--- src/rtl/pingpong_pkg.sv ---
// rtl/pingpong_pkg.sv - shared types and widths for the ping-pong nibble buffer
package pingpong_pkg;

  typedef enum logic [1:0] {EMPTY, ONE, FULL} pp_state_t;

  localparam int NIBBLE_W = 4;

endpackage

--- src/rtl/mux2.sv ---
// rtl/mux2.sv - 4-bit 2:1 mux selecting d1 when s is high
module mux2
  import pingpong_pkg::*;
(
  input  logic [NIBBLE_W-1:0] d0,
  input  logic [NIBBLE_W-1:0] d1,
  input  logic                s,
  output logic [NIBBLE_W-1:0] y
);

  assign y = s ? d1 : d0;

endmodule

--- src/rtl/pingpong_buf4.sv ---
// rtl/pingpong_buf4.sv - two-bank 4-bit elastic stage feeding mux2
module pingpong_buf4
  import pingpong_pkg::*;
(
  input  logic                clk,
  input  logic                reset,
  input  logic                in_valid,
  output logic                in_ready,
  input  logic [NIBBLE_W-1:0] in_data,
  output logic                out_valid,
  input  logic                out_ready,
  output logic [NIBBLE_W-1:0] out_data,
  output logic [1:0]          level
);

  pp_state_t           r_state;
  logic [NIBBLE_W-1:0] r_bank0;
  logic [NIBBLE_W-1:0] r_bank1;
  logic                r_wr_sel;
  logic                r_rd_sel;

  logic                w_push;
  logic                w_pop;

  // Handshake outputs come from the registered state only, so out_ready
  // can never reach in_ready combinationally.
  assign in_ready  = (r_state != FULL);
  assign out_valid = (r_state != EMPTY);
  assign level     = (r_state == FULL) ? 2'd2 :
                     (r_state == ONE)  ? 2'd1 : 2'd0;

  assign w_push = in_valid & in_ready;
  assign w_pop  = out_valid & out_ready;

  // Banks, bank selects and occupancy FSM; reset wins over push/pop.
  always_ff @(posedge clk) begin
    if (reset) begin
      r_state  <= EMPTY;
      r_bank0  <= '0;
      r_bank1  <= '0;
      r_wr_sel <= 1'b0;
      r_rd_sel <= 1'b0;
    end else begin
      if (w_push) begin
        if (r_wr_sel) begin
          r_bank1 <= in_data;
        end else begin
          r_bank0 <= in_data;
        end
        r_wr_sel <= ~r_wr_sel;
      end

      if (w_pop) begin
        r_rd_sel <= ~r_rd_sel;
      end

      case (r_state)
        EMPTY: begin
          if (w_push) begin
            r_state <= ONE;
          end
        end
        ONE: begin
          if (w_push && !w_pop) begin
            r_state <= FULL;
          end else if (w_pop && !w_push) begin
            r_state <= EMPTY;
          end
        end
        FULL: begin
          if (w_pop) begin
            r_state <= ONE;
          end
        end
        default: r_state <= EMPTY;
      endcase
    end
  end

  // The oldest entry is presented through the existing 2:1 mux.
  mux2 u_mux2 (
    .d0 (r_bank0),
    .d1 (r_bank1),
    .s  (r_rd_sel),
    .y  (out_data)
  );

endmodule

--- config.mk ---
export PLATFORM = sky130hd
export DESIGN_NAME = pingpong_buf4
export DESIGN_NICKNAME = d
export VERILOG_FILES = /design/src/rtl/pingpong_pkg.sv /design/src/rtl/mux2.sv /design/src/rtl/pingpong_buf4.sv
export SDC_FILE = /design/constraint.sdc
export NUM_CORES = 1
export LEC_CHECK = 0
export BUFFER_PORTS_ARGS = -buffer_cell sky130_fd_sc_hd__buf_2
export CAP_MARGIN = 20
export CORE_AREA = 4 4 43 45
export CTS_BUF_LIST = sky130_fd_sc_hd__clkbuf_2
export CTS_CLUSTER_SIZE = 30
export DETAILED_ROUTE_END_ITERATION = 8
export DIE_AREA = 0 0 47 49
export PLACE_DENSITY_LB_ADDON = 0.12
export SYNTH_ARGS = -nofsm -noshare
export SYNTH_HDL_FRONTEND = slang
export SYNTH_SLANG_ARGS = --single-unit
--- constraint.sdc ---
create_clock -name clk -period 1.1 [get_ports clk]
set_input_delay 0.055 -clock clk [delete_from_list [all_inputs] [get_ports clk]]
set_output_delay 0.055 -clock clk [all_outputs]
set_load 0.01 [all_outputs]
## Word-level counts from Yosys, hierarchy flattened

Cells that the tools add are included.

| cells by class | value |
|---|---|
| $add $sub $neg | 0 |
| multiply operators | 0 |
| divide/modulo/power cells | 0 |
| order comparisons | 0 |
| equality and inequality tests | 6 |
| shift-type cells | 0 |
| muxes and demuxes | 8 |
| bitwise logic cells | 4 |
| reduce and logical (&&, ||, !) cells | 9 |

Operators by type and width:

| cell | count |
|---|---|
| $mux 2 | 5 |
| $ne 2x2->1 const B | 3 |
| $pmux 2 s3 | 1 |
| $mux 4 | 1 |
| $reduce_and 2->1 | 2 |
| $ne 3x1->1 const B | 1 |
| $reduce_and 3->1 | 1 |
| $and 1x1->1 | 2 |
| $eq 2x1->1 const B | 1 |
| $eq 2x2->1 const B | 1 |
| $logic_and 1x1->1 | 2 |
| $logic_not 1->1 | 2 |
| $logic_not 2->1 | 1 |
| $not 1->1 | 2 |
| $reduce_bool 2->1 | 1 |
| $mux 1 | 1 |

| word-level totals | value |
|---|---|
| register bits after elaboration | 12 |
| bits in latches | 0 |
| memory bits (writable) | 0 |
| bits in read-only memories | 0 |
| input port bits | 8 |
| output and inout port bits | 8 |
| logic and storage cells | 32 |
| memories kept | 0 |

## Longest topological paths before layout

| logic depth | value |
|---|---|
| depth in word-level cells | 7 |
| mapped depth | 4 |

## Modules after synthesis

From an unflattened synthesis, not the netlist that was laid out.

| second synthesis, totals | value |
|---|---|
| cell total of the unflattened synthesis | 62 |
| area total of the unflattened synthesis | 576.8 µm² |

Modules (own cells, without submodules):

| module | instances | cells an instance | area each (µm²) |
|---|---|---|---|
| pingpong_buf4 | 1 | 58 | 531.8 |
| mux2 | 1 | 4 | 45.0 |

## Worst setup path after synthesis

No wires, ideal clock.

| path | value |
|---|---|
| path type | register -> register |
| start | register r_state[0] |
| end | register r_bank1[0] |
| setup time | 0.119 ns |
| arrival | 0.941 ns |
| required time | 0.981 ns |
| path slack | 0.041 ns |
| cell stages (with the launch flop) | 5 |
| buffers on the path | 1 |
| clock period less this slack | 1.059 ns |
| cells stage by stage | dfxtp_1 > nand2b_2 > and3_1 > buf_6 > mux2i_1 |

| between the ends | value |
|---|---|
| word-level cells in the longest chain between the ends | 3 |

RTL lines:

| what | line | RTL |
|---|---|---|
| start, declared | pingpong_buf4.sv:16 | `pp_state_t r_state;` |
| start signal, assigned | pingpong_buf4.sv:38 | `r_state <= EMPTY;` |
| start signal, assigned | pingpong_buf4.sv:60 | `r_state <= ONE;` |
| start signal, assigned | pingpong_buf4.sv:65 | `r_state <= FULL;` |
| $ne 2x2->1 | pingpong_buf4.sv:27 | `assign in_ready = (r_state != FULL);` |
| named net in_ready | pingpong_buf4.sv:8 | `output logic in_ready,` |
| $and 1x1->1 | pingpong_buf4.sv:32 | `assign w_push = in_valid & in_ready;` |
| $reduce_and 2->1 (no line) | - |  |
| end signal, assigned | pingpong_buf4.sv:46 | `r_bank1 <= in_data;` |
| end, declared | pingpong_buf4.sv:18 | `logic [NIBBLE_W-1:0] r_bank1;` |

The timed path passes the listed nets, and every way through them passes these cells.
A chain may end at the register's enable or synchronous reset.

## Final worst setup path

| path | value |
|---|---|
| start | register r_rd_sel |
| end | output port out_data[3] |

| between the ends | value |
|---|---|
| word-level cells in the longest chain between the ends | 1 |

RTL lines:

| what | line | RTL |
|---|---|---|
| start, declared | pingpong_buf4.sv:20 | `logic r_rd_sel;` |
| start signal, assigned | pingpong_buf4.sv:54 | `r_rd_sel <= ~r_rd_sel;` |
| $mux 4 | mux2.sv:11 | `assign y = s ? d1 : d0;` |
| end, declared | pingpong_buf4.sv:12 | `output logic [NIBBLE_W-1:0] out_data,` |

Every way passes these cells.

==> results.yml <==
critical_path:
  crit_end: "out_data[3]"
  cpPeakStageDelay_ps: 410
  crit_arrival_ps: 1110
  r2r_cells: 3
  critical_path_class: "reg -> out"
  slowest_stage: "dfxtp_4"
  crit_chain: "mux2_4 > buf_6"
  worstSetupStartpoint: "r_rd_sel"
  crit_fanout: 5
  critPathLaunchType: "flop"
  reg2reg_to: "r_bank1[3]"
  timing.rr.start: "r_state[0]"
  ff2ff_setup_slack_ps: 50
  cp.required_ps: 1040
  endpoint_kind: "primary output"
cells_and_area:
  drive_gt1_frac: 0.417
  syn_to_final_growth_pct: 39.5
  fillerInstances: 147
  finalInstanceArea_sq_um: 805
  num_antenna_cells: 0
  nNetsFinal: 93
  layout.cells.non_filler: 100
yosys:
  avgSynthCellArea_sq_um: 9.30
  synth_top_family_by_area: "simple AND/OR/NAND/NOR gates"
  synth-simple-area-share: 0.239
  yosys-top-cells-count: "dfxtp_1, nand2b_1, o21ai_0"
  synth_seq_area_share: 0.416
  async_reset_ff_frac: 0
  synth_fa_ha_area_frac: 0
  synth.area.top_cells: "dfxtp_1, nand2b_1, mux2i_1"
  synth-main-ff-cell: "dfxtp_1"
  synth-edff-count: 0
  syn-num-nets: 70
  synthMuxAreaShare: 0.165
  synth_area_sq_um: 577
  yosys.area.top_type: "dfxtp_1"
  post-synth-top-count-cell: "dfxtp_1"
  synth_compound_area_frac: 0.126
  yosysTopAreaCellShare: 0.416
  ys_types: 19
  synth_warnings: 0
  synth-xor-area-share: 0.0152
  synth-seq-cells: 12
  synthesis.instances: 62
placed_design:
  gp_congestion: 0.673
  place_area_sq_um: 672
  place_ws_ps: -11.6
  dp_hpwl_um: 865
  io_buffers: 15
  place_inst: 93
clock_network:
  cts_tree: "yes"
  clkSlewWorstSetupHoldPaths_ps: 120
  cts_sinks: 12
  cts_root_buf: "clkbuf_2"
  cts_buffer_depth: 2
  cts_buffers: 3
  cts_htree_levels: 1
  insertion_delay_ps: 270
power_and_ir_drop:
  swShare: 0.279
  seqPwrFrac: 0.519
  combPwrFrac: 0.236
  power.total_mw: 0.937
  p_leak_nw: 0.343
  p_int_mw: 0.676
  clockPowerShare: 0.245
  power.switching_mw: 0.261
  ir_drop_uv: 760
  powerDensity_nw_per_um2: 1170
global_routing:
  antenna_found_initial: 0
  grt-ovfl-total: 0
  track_usage: 0.129
  grt_pass1_vias: 481
  grt_pass1_wl_um: 2080
  grt_max_degree: 18
floorplanning:
  coreArea_sq_um: 1470
  ios: 16
  die_w_um: 47
  initial_core_util: 0.392
  die_y_um: 49
  die_area_sq_um: 2300
  fp-row-count: 14
sta:
  setup_viol: 5
  finalCriticalPeriod_ps: 1170
  tightest_slew_ps: 267
  hold_violations: 0
  period_share: 1.06
  grt_setup_unrepaired: "yes"
  relSlewSlack: 0.822
  hold_slack_ps: 46.1
  skew_ps: 8.56
  layout_setup_ws_ps: -69.1
  report.final.slew_viol_count: 0
  fmax_ghz: 0.855
routing:
  drc: 0
  dr.first_iter.drc_count: 5
  vias: 495
  wirelength_um: 1280
  ant_nets: 0
  drtPass1Iterations: 2
  via_per_inst: 4.95
  wl_per_cell_um: 12.8
min_path:
  hold_path_class: "in -> reg"
  hold_path_depth: 3
job:
  maxCapViolCount: 0
status:
  violations: "setup timing"
  status: "complete, but fails checks"
critical path, delay by kind of cell (launching register included):
| family | cells | cell delay, ps |
|---|---|---|
| buf+inv | 1 | 120 |
| flops | 1 | 410 |
| mux | 1 | 310 |
power groups by stage:
stage | Sequential [mW] | Clock [mW] | Combinational (mW)
6_report | 0.487 | 0.230 | 0.221
5_1_grt | 0.492 | 0.274 | 0.239
4_1_cts | 0.487 | 0.245 | 0.208
3_5_place_dp | 0.493 | 0 | 0.161
3_3_place_gp | 0.492 | 0 | 0.160
2_1_floorplan | 0.488 | 0 | 0.102
per-layer routing:
layer | GRT usage | wire, um | vias to the layer above
met5 | 0 | 0 | -
met4 | 0.106 | 31 | 0
met3 | 0.0332 | 61 | 4
met2 | 0.183 | 615 | 10
met1 | 0.156 | 568 | 224
li1 | - | - | 257
cell families (layout without fill, tap and decap cells):
| group | Yosys count | after routing |
|---|---|---|
| AND/OR/NAND/NOR | 22 | 22 |
| multiplexers | 9 | 9 |
| buffers and inverters | 4 | 26 |
| XOR/XNOR | 1 | 1 |
| flip-flops | 12 | 12 |
| AO/OA/AOI/OAI | 14 | 14 |
final cells by class:
type | instances | area, sq um | area share
Clock buffer | 3 | 15.0 | 0.0187
Multi-Input combinational cell | 46 | 350 | 0.435
Inverter | 2 | 10.0 | 0.0124
Clock inverter | 1 | 3.75 | 0.00467
Sequential cell | 12 | 249 | 0.309
Tap cell | 16 | 20.0 | 0.0249
Timing Repair Buffer | 20 | 156 | 0.194
placed cells by master (no fill, tap or decap), drive strengths merged:
cell         instances
nor2b                5
or3                  1
a21oi                3
xor2                 1
dlygate4sd3          1
buf                 19
dfxtp               12
mux2i                5
clkbuf               3
o21ai               10
nor2                 1
nor3b                1
clkinv               1
or2                  1
and3                 1
nor3                 1
mux2                 4
inv                  2
nand2b              11
o31ai                1
registers in the layout (all words and copies together), names as in the netlist:
name	flops
r_state	2
r_bank0	4
r_wr_sel	1
r_bank1	4
r_rd_sel	1
what timing repair did:
action / in CTS / in global routing
buffers inserted: 2 / 0
hold buffers: 1 / 0
endpoints found under the hold margin: 1 / 0
pin swaps: 1 / 1
gates resized for setup: 18 / 7
setup endpoints to repair: 8 / 16
how the worst min path moves through the flow:
stage          startpoint    endpoint  slack, ps
2_1_floorplan   out_ready  r_state[1]        130
3_3_place_gp    out_ready  r_state[1]        280
3_5_place_dp    out_ready  r_state[1]        280
4_1_cts        in_data[0]  r_bank1[0]         30
5_1_grt        in_data[0]  r_bank1[0]         50
6_report       in_data[0]  r_bank1[0]         50
metrics by stage:
stage | TNS (ps) | utilization
2_1_floorplan | 0 | -
3_3_place_gp | 0 | 0.457
3_5_place_dp | -11.6 | 0.457
4_1_cts | -372 | 0.529
5_1_grt | -651 | 0.547
6_report | -268 | 0.547
(Power assumes the default switching activity.)
